$ cat src/rtl/pbit_pkg.sv
// rtl/pbit_pkg.sv - shared p-bit constants and averager FSM state encoding
package pbit_pkg;

    localparam int PBIT_WIDTH = 4;

    typedef enum logic [1:0] {
        S_IDLE   = 2'd0,
        S_SETTLE = 2'd1,
        S_ACCUM  = 2'd2,
        S_DONE   = 2'd3
    } pbit_state_e;

endpackage

$ cat src/rtl/pbit_bit_counter.sv
// rtl/pbit_bit_counter.sv - per-bit ones counter with clear and increment enable
module pbit_bit_counter #(
    parameter int CW = 11
) (
    input  logic          clk,
    input  logic          reset,
    input  logic          clear,
    input  logic          inc,
    output logic [CW-1:0] count
);

    // Clear wins over increment so the first accumulation edge starts from zero.
    always_ff @(posedge clk) begin
        if (!reset) begin
            count <= '0;
        end else if (clear) begin
            count <= '0;
        end else if (inc) begin
            count <= count + CW'(1);
        end
    end

endmodule

$ cat src/rtl/pbit_sample_averager.sv
// rtl/pbit_sample_averager.sv - burn-in, windowed ones counting and majority readout for the p-bit adder
// Optional overflow counter built when PBIT_AVG_OVF_EN is defined.
module pbit_sample_averager
    import pbit_pkg::*;
#(
    parameter int WIDTH   = PBIT_WIDTH,
    parameter int LOG_WIN = 10,
    parameter int BURN_W  = 8
) (
    input  logic                             clk,
    input  logic                             reset,
    input  logic                             start,
    input  logic [BURN_W-1:0]                burn_in,
    input  logic [3:0]                       log_steps,
    input  logic [WIDTH-1:0]                 a_in,
    input  logic [WIDTH-1:0]                 b_in,
    input  logic [WIDTH-1:0]                 sum_in,
    input  logic                             ovf_in,
    output logic                             busy,
    output logic                             res_valid,
    input  logic                             res_ready,
    output logic [WIDTH-1:0]                 a_avg,
    output logic [WIDTH-1:0]                 b_avg,
    output logic [WIDTH-1:0]                 sum_avg,
    output logic [3*WIDTH*(LOG_WIN+1)-1:0]   cnt_flat,
    output logic [LOG_WIN:0]                 ovf_cnt
);

    localparam int CW = LOG_WIN + 1;
    localparam int NB = 3 * WIDTH;

    pbit_state_e       state, state_nx;
    logic [BURN_W-1:0] burn_cnt;
    logic [CW-1:0]     step_cnt;
    logic [CW-1:0]     n_val;
    logic [CW-1:0]     half_n;
    logic [3:0]        log_n;
    logic [3:0]        log_clamp;
    logic              launch;
    logic              sample_en;
    logic              clear;
    logic [NB-1:0]     data;
    logic [NB-1:0]     maj;

    assign log_clamp = (int'(log_steps) > LOG_WIN) ? 4'(LOG_WIN) : log_steps;
    assign launch    = start && ((state == S_IDLE) || (state == S_DONE));
    assign n_val     = CW'(1) << log_n;
    assign half_n    = n_val >> 1;
    // ACCUM spends N edges sampling plus one closing edge, so DONE lands at k+burn_in+N+1.
    assign sample_en = (state == S_ACCUM) && (step_cnt != n_val);
    assign clear     = (state_nx == S_ACCUM) && (state != S_ACCUM);
    assign data      = {sum_in, b_in, a_in};

    always_comb begin
        state_nx  = state;
        busy      = 1'b0;
        res_valid = 1'b0;
        case (state)
            S_IDLE: begin
                if (launch) state_nx = (burn_in != '0) ? S_SETTLE : S_ACCUM;
            end
            S_SETTLE: begin
                busy = 1'b1;
                if (burn_cnt == BURN_W'(1)) state_nx = S_ACCUM;
            end
            S_ACCUM: begin
                busy = 1'b1;
                if (step_cnt == n_val) state_nx = S_DONE;
            end
            S_DONE: begin
                res_valid = 1'b1;
                if (launch)         state_nx = (burn_in != '0) ? S_SETTLE : S_ACCUM;
                else if (res_ready) state_nx = S_IDLE;
            end
            default: state_nx = S_IDLE;
        endcase
    end

    always_ff @(posedge clk) begin
        if (!reset) begin
            state    <= S_IDLE;
            burn_cnt <= '0;
            step_cnt <= '0;
            log_n    <= '0;
        end else begin
            state <= state_nx;
            if (launch) begin
                burn_cnt <= burn_in;
                log_n    <= log_clamp;
            end else if (state == S_SETTLE) begin
                burn_cnt <= burn_cnt - BURN_W'(1);
            end
            if (clear) begin
                step_cnt <= '0;
            end else if (sample_en) begin
                step_cnt <= step_cnt + CW'(1);
            end
        end
    end

    for (genvar i = 0; i < NB; i++) begin : g_bit
        pbit_bit_counter #(.CW(CW)) u_cnt (
            .clk   (clk),
            .reset (reset),
            .clear (clear),
            .inc   (data[i] & sample_en),
            .count (cnt_flat[i*CW +: CW])
        );
        // Strict majority: an exact half-and-half split reads as 0.
        assign maj[i] = cnt_flat[i*CW +: CW] > half_n;
    end

    assign a_avg   = maj[WIDTH-1:0];
    assign b_avg   = maj[2*WIDTH-1:WIDTH];
    assign sum_avg = maj[3*WIDTH-1:2*WIDTH];

`ifdef PBIT_AVG_OVF_EN
    pbit_bit_counter #(.CW(CW)) u_ovf_cnt (
        .clk   (clk),
        .reset (reset),
        .clear (clear),
        .inc   (ovf_in & sample_en),
        .count (ovf_cnt)
    );
`else
    logic unused_ovf;
    assign unused_ovf = ovf_in;
    assign ovf_cnt    = '0;
`endif

endmodule

$ cat config.mk
export PLATFORM = sky130hd
export DESIGN_NAME = pbit_sample_averager
export DESIGN_NICKNAME = d
export VERILOG_FILES = /design/src/rtl/pbit_pkg.sv /design/src/rtl/pbit_bit_counter.sv /design/src/rtl/pbit_sample_averager.sv
export SDC_FILE = /design/constraint.sdc
export NUM_CORES = 1
export LEC_CHECK = 0
export CAP_MARGIN = 20
export CORE_MARGIN = 5
export CORE_UTILIZATION = 45
export CTS_CLUSTER_SIZE = 12
export DETAILED_ROUTE_END_ITERATION = 7
export PLACE_DENSITY = 0.74
export SETUP_SLACK_MARGIN = 0.2
export SLEW_MARGIN = 10
export SYNTH_ARGS = -nofsm -noshare
export SYNTH_HDL_FRONTEND = slang
export SYNTH_SLANG_ARGS = --single-unit
$ cat constraint.sdc
create_clock -name clk -period 3.9 [get_ports clk]
set_clock_uncertainty 0.05 [all_clocks]
set_input_delay 0.78 -clock clk [delete_from_list [all_inputs] [get_ports clk]]
set_output_delay 0.78 -clock clk [all_outputs]
set_load 0.05 [all_outputs]
Word-level counts from Yosys, hierarchy flattened
Cells that the tools add are included.

cells by class
  multiplexer cells = 12
  $mul = 0
  reductions and logical operators = 9
  add/subtract/negate cells = 14
  $lt $le $gt $ge = 13
  shift operators = 1
  bitwise gates (word level) = 13
  equality and inequality tests = 8
  divide/modulo/power cells = 0

operators by type and width
  cell                     count
  $add A11 B1 Y11 const B  13
  $gt A11 B10 Y1           12
  $mux W8                  2
  $and A1 B1 Y1            12
  $mux W2                  6
  $eq A11 B11 Y1           1
  $ne A11 B11 Y1           1
  $shl A1 B4 Y11 const A   1
  $eq A8 B1 Y1 const B     1
  $pmux W2 S4              1
  $reduce_bool A8 Y1       1
  $sub A8 B1 Y8 const B    1
  $eq A2 B2 Y1 const B     3
  $gt A4 B4 Y1 const B     1
  $mux W4                  1
  $reduce_or A2 Y1         2
  $logic_and A1 B1 Y1      3
  $eq A2 B1 Y1 const B     1
  $logic_not A2 Y1         1
  $mux W1                  2
  $ne A2 B2 Y1 const B     1
  $reduce_bool A2 Y1       1
  $logic_or A1 B1 Y1       1
  $not A1 Y1               1

storage, ports and cells
  register bits = 157
  input bits = 29
  memories kept = 0
  word-level logic and storage cells = 86
  output and inout port bits = 157
  bits in read-only memories = 0
  memory bits (writable) = 0
  latch bits = 0

Depth between registers and ports, before layout
  word-level depth = 8
  gate-level depth with buffers = 12
  mapped depth without buffers = 9

Hierarchy
From an unflattened synthesis, not the netlist that was laid out.

second synthesis, totals
  cells, all modules = 1177
  area total of the unflattened synthesis = 10563.9 um2

by module, submodules not included
  module                times used  area an instance (um2)  cells each
  pbit_bit_counter      12          496.7                   54
  pbit_sample_averager  1           4603.2                  529

Worst setup path after synthesis
No wires, ideal clock.

  kind = register -> output
  start = reg log_n[0]
  end = out a_avg[0]
  stages on the path, launching flop included = 9
  buffers on the path = 2
  data arrival time = 3.182 ns
  slack = -0.112 ns
  data required time = 3.070 ns
  path through = dfxtp_1 -> buf_6 -> buf_2 -> or4b_2 -> ha_1 -> nand4b_1 -> mux2_2 -> nand2_1 -> o21ai_0

on the way
  word-level cells in the longest chain between the ends = 2

RTL lines
  element                 RTL line                     RTL
  start, declared         pbit_sample_averager.sv:37   logic [3:0] log_n;
  start signal, assigned  pbit_sample_averager.sv:89   log_n <= log_clamp;
  $shl A1 B4 Y11          pbit_sample_averager.sv:47   assign n_val = CW'(1) << log_n;
  $gt A11 B10 Y1          pbit_sample_averager.sv:110  assign maj[i] = cnt_flat[i*CW +: CW] > half_n;
  end, declared           pbit_sample_averager.sv:22   output logic [WIDTH-1:0] a_avg,

Every way passes these cells.

Worst setup path after layout
  start = reg log_n[2]
  end = out sum_avg[1]

on the way
  word-level cells in the longest chain between the ends = 2

RTL lines
  element         RTL line                     RTL
  $shl A1 B4 Y11  pbit_sample_averager.sv:47
  $gt A11 B10 Y1  pbit_sample_averager.sv:110
  end, declared   pbit_sample_averager.sv:24   output logic [WIDTH-1:0] sum_avg,

Every way passes these cells.

==> summary.md <==
| Metric | Value |
|---|---|
| Io pins | `186` |
| PD cells | `505 nW/µm²` |
| CTS tree | `built` |
| # fillers | `2110` |
| Clk pin slew, worst setup/hold paths | `60 ps` |
| Tcrit/Tclk final | `97.3%` |
| Placeable core area | `23500 µm²` |
| Synth Warn # | `0` |
| Setup TNS | `0 ps` |
| Worst Path Buf+Inv | `2` |
| # DRC | `0` |
| Status | `finished, final reports clean` |
| Synth cell types | `60` |
| ANT nets after route | `0` |
| Die width | `165 µm` |
| Initial Util | `45.9%` |
| Netlist Area Pre-Place | `10800 µm²` |
| Post-synth EDFFs | `0` |
| Cts hold-fix bufs | `0` |
| Slowest Stage Delay on Critical Path | `570 ps` |
| Final Hold Viols | `0` |
| Total GRT Usage | `23.9%` |
| Leakage | `0.00532 µW` |
| RSZ-0062 raised after global routing | `true` |
| Die Height | `165 µm` |
| Clk Latency, worst-skew pair | `430 ps` |
| Drt via density | `5.91` |
| H-tree levels | `4` |
| CTS buffer count | `17` |
| Final setup vio count | `0` |
| Min-delay worst type | `reg -> reg` |
| Syn Inst Count | `1283` |
| Slew @ Worst Pin | `706 ps` |
| Initial antenna violation count | `0` |
| Vias in the first global route | `10400` |
| Synthesized flop and latch total | `157` |
| Share of layout cells above drive strength 1 | `10.0%` |
| Routed len/inst | `18.2 µm` |
| Cell family with most CP delay | `compound AO/OA/AOI/OAI gates` |
| Initial DRC count | `629` |
| Largest net degree at the start of global routing | `75` |
| # rows | `56` |
| VDD IR max | `0.419 mV` |
| Cell area after layout | `13900 µm²` |
| Dpl cell area | `13000 µm²` |
| Cell Chain, Critical Path | `or4b_4, buf_6, ha_4, nor2b_4, o21a_1, o21a_1, o21a_1, o21a_1, o21ai_1, a31oi_1, buf_4` |
| Max-cap viol count | `0` |
| Hold WS | `458 ps` |
| PortBufs | `173` |
| First-pass GRT wire length | `52.6 mm` |
| Crit path DAT | `2960 ps` |
| Fmax | `264 MHz` |
| Critical Path Most Common Cell | `o21a_1` |
| Vias | `10600` |
| Slowest cell on crit path | `or4b_4` |
| Proportion of synthesized chip area in sequential cells | `29.1%` |
| Asr flop ratio synth | `0%` |
| Final RePlAce weighted congestion | `0.868` |
| Clk sink count | `157` |
| Worst endpoint required time | `3070 ps` |
| Max FO, Critical Path | `4` |
| Antenna cells | `0` |
| Avg Cell Area, Syn | `8.42 µm²` |
| Nets@finish | `1634` |
| Critical path class | `reg -> out` |
| Synth Flop Type | `dfxtp_1` |
| Worst Setup End Kind | `primary output` |
| Gr ovfl total | `0` |
| Worst rel slew slack | `52.9%` |
| Routed wire length | `32.8 mm` |
| Detailed placer's ending HPWL | `22.8 mm` |
| Startpoint types | `flip-flop` |
| Initial DRT Pass Iterations | `5` |
| Layout area overhead | `28.9%` |
| Deepest clock path buffer count | `2` |
| Slew Viols, Final | `0` |
| Die ar. | `27200 µm²` |
| Final Critical Period | `3790 ps` |
| CTS root buf | `clkbuf_16` |
==> final cells by class <==
class,count,area [µm²],share of cell area (%)
multi-input combinational,1034,7400,53.1
inverter,34,128,0.916
clock inverter,12,160,1.15
tap,319,399,2.87
sequential,157,3160,22.7
clock buffer,20,457,3.28
timing repair buffer,222,2230,16.0
==> routing by layer <==
metal  vias up  track usage (%)  wire length [µm]
li1       5166                -                 -
met1      5065             30.8             14400
met2       342             39.5             15400
met3        62             5.17              2010
met4         0             8.73               967
met5         -                0                 0
==> worst paths after layout <==
kind / start / to / slack (ps) / cells past startpoint
max: log_n[2] / sum_avg[1] / 110 / 11
min: g_bit[4].u_cnt.count[10] / g_bit[4].u_cnt.count[10] / 460 / 2
max reg2reg: log_n[2] / g_bit[2].u_cnt.count[8] / 760 / 11
min reg2reg: g_bit[4].u_cnt.count[10] / g_bit[4].u_cnt.count[10] / 460 / 2
==> layout by cell type, fill, tap and decap left out, drive strengths merged, types with 13 or more instances in the layout <==
cell type      count
clkdlybuf4s50    161
dfxtp            157
ha               139
nand2            104
o21ai            100
a21oi             93
nor2              79
buf               61
nand3             51
or3               49
o211ai            39
inv               36
o21a              34
xor2              34
or4               33
nand4             30
o31ai             22
o2111ai           22
clkbuf            20
xnor2             18
nor2b             18
nand2b            15
a21o              14
and3              14
and4              13
and2              13
nand4b            13
==> metrics by stage <==
step | worst slack [ps] | total power (µW) | util, % | cells
global route | -2.97 | 7420 | 59.2 | 1798
finish | 106 | 7040 | 59.2 | 1798
CTS | 103 | 6970 | 58.7 | 1797
global placement | 245 | 4980 | 55.1 | 1753
floorplan | 266 | 4090 | - | 1293
detailed placement | 200 | 5030 | 55.1 | 1753
==> cell usage after synthesis, types with 4 or more instances <==
library cell / count / area (µm²)
dfxtp_1: 157 / 3140
ha_1: 139 / 1740
nand2_1: 104 / 390
a21oi_1: 93 / 465
o21ai_0: 93 / 465
nor2_1: 79 / 297
nand3_1: 51 / 255
or3_1: 49 / 307
inv_1: 34 / 128
o211ai_1: 34 / 255
o21a_1: 34 / 255
xor2_1: 34 / 298
or4_1: 33 / 248
nand4_1: 30 / 188
buf_2: 24 / 120
o31ai_1: 22 / 165
clkbuf_1: 21 / 78.8
o2111ai_1: 21 / 184
nor2b_1: 18 / 113
xnor2_1: 18 / 158
nand2b_1: 15 / 93.8
a21o_1: 14 / 105
and3_1: 14 / 87.6
buf_4: 14 / 105
and2_1: 13 / 81.3
and4_1: 13 / 114
a211o_1: 12 / 105
nand4b_1: 12 / 105
mux2_2: 10 / 113
nor3_1: 9 / 45.0
a211oi_1: 8 / 60.1
nor4_1: 8 / 50.1
buf_6: 5 / 56.3
o211ai_2: 5 / 62.6
o21ai_1: 5 / 25.0
mux2i_1: 4 / 40.0
==> timing repair <==
item                                    CTS  global route
pin swaps                                14            14
endpoints found under the setup margin   12            12
gates resized for setup                  41            27
setup buffers                            12             1
==> power by group <==
group	internal (µW)	total (µW)	switching, µW
sequential	1700	1830	128
clock	1050	1760	712
combinational	1240	3450	2210
==> sequential cells by signal (all words and copies together) (netlist names) <==
name / count
burn_cnt: 8
g_bit.u_cnt.count: 132
log_n: 4
state: 2
step_cnt: 11
==> cells by family after synthesis <==
| family | Yosys count | share of synthesized area (%) |
|---|---|---|
| and+or+nand+nor | 465 | 23.5 |
| AOI/OAI and AO/OA | 353 | 21.0 |
| DFF | 157 | 29.1 |
| adders and majority gates | 139 | 16.1 |
| buffers and inverters | 102 | 4.67 |
| xor gates and xnor gates | 52 | 4.22 |
| muxes | 14 | 1.41 |
| other | 1 | 0.0347 |
==> tightest hold or removal path: cells and delay by family, from the launching register on <==
family | cells | cell delay [ps]
flip-flops | 1 | 340
AO/OA/AOI/OAI | 2 | 120
Note: power is estimated with default switching activity, not from simulation.
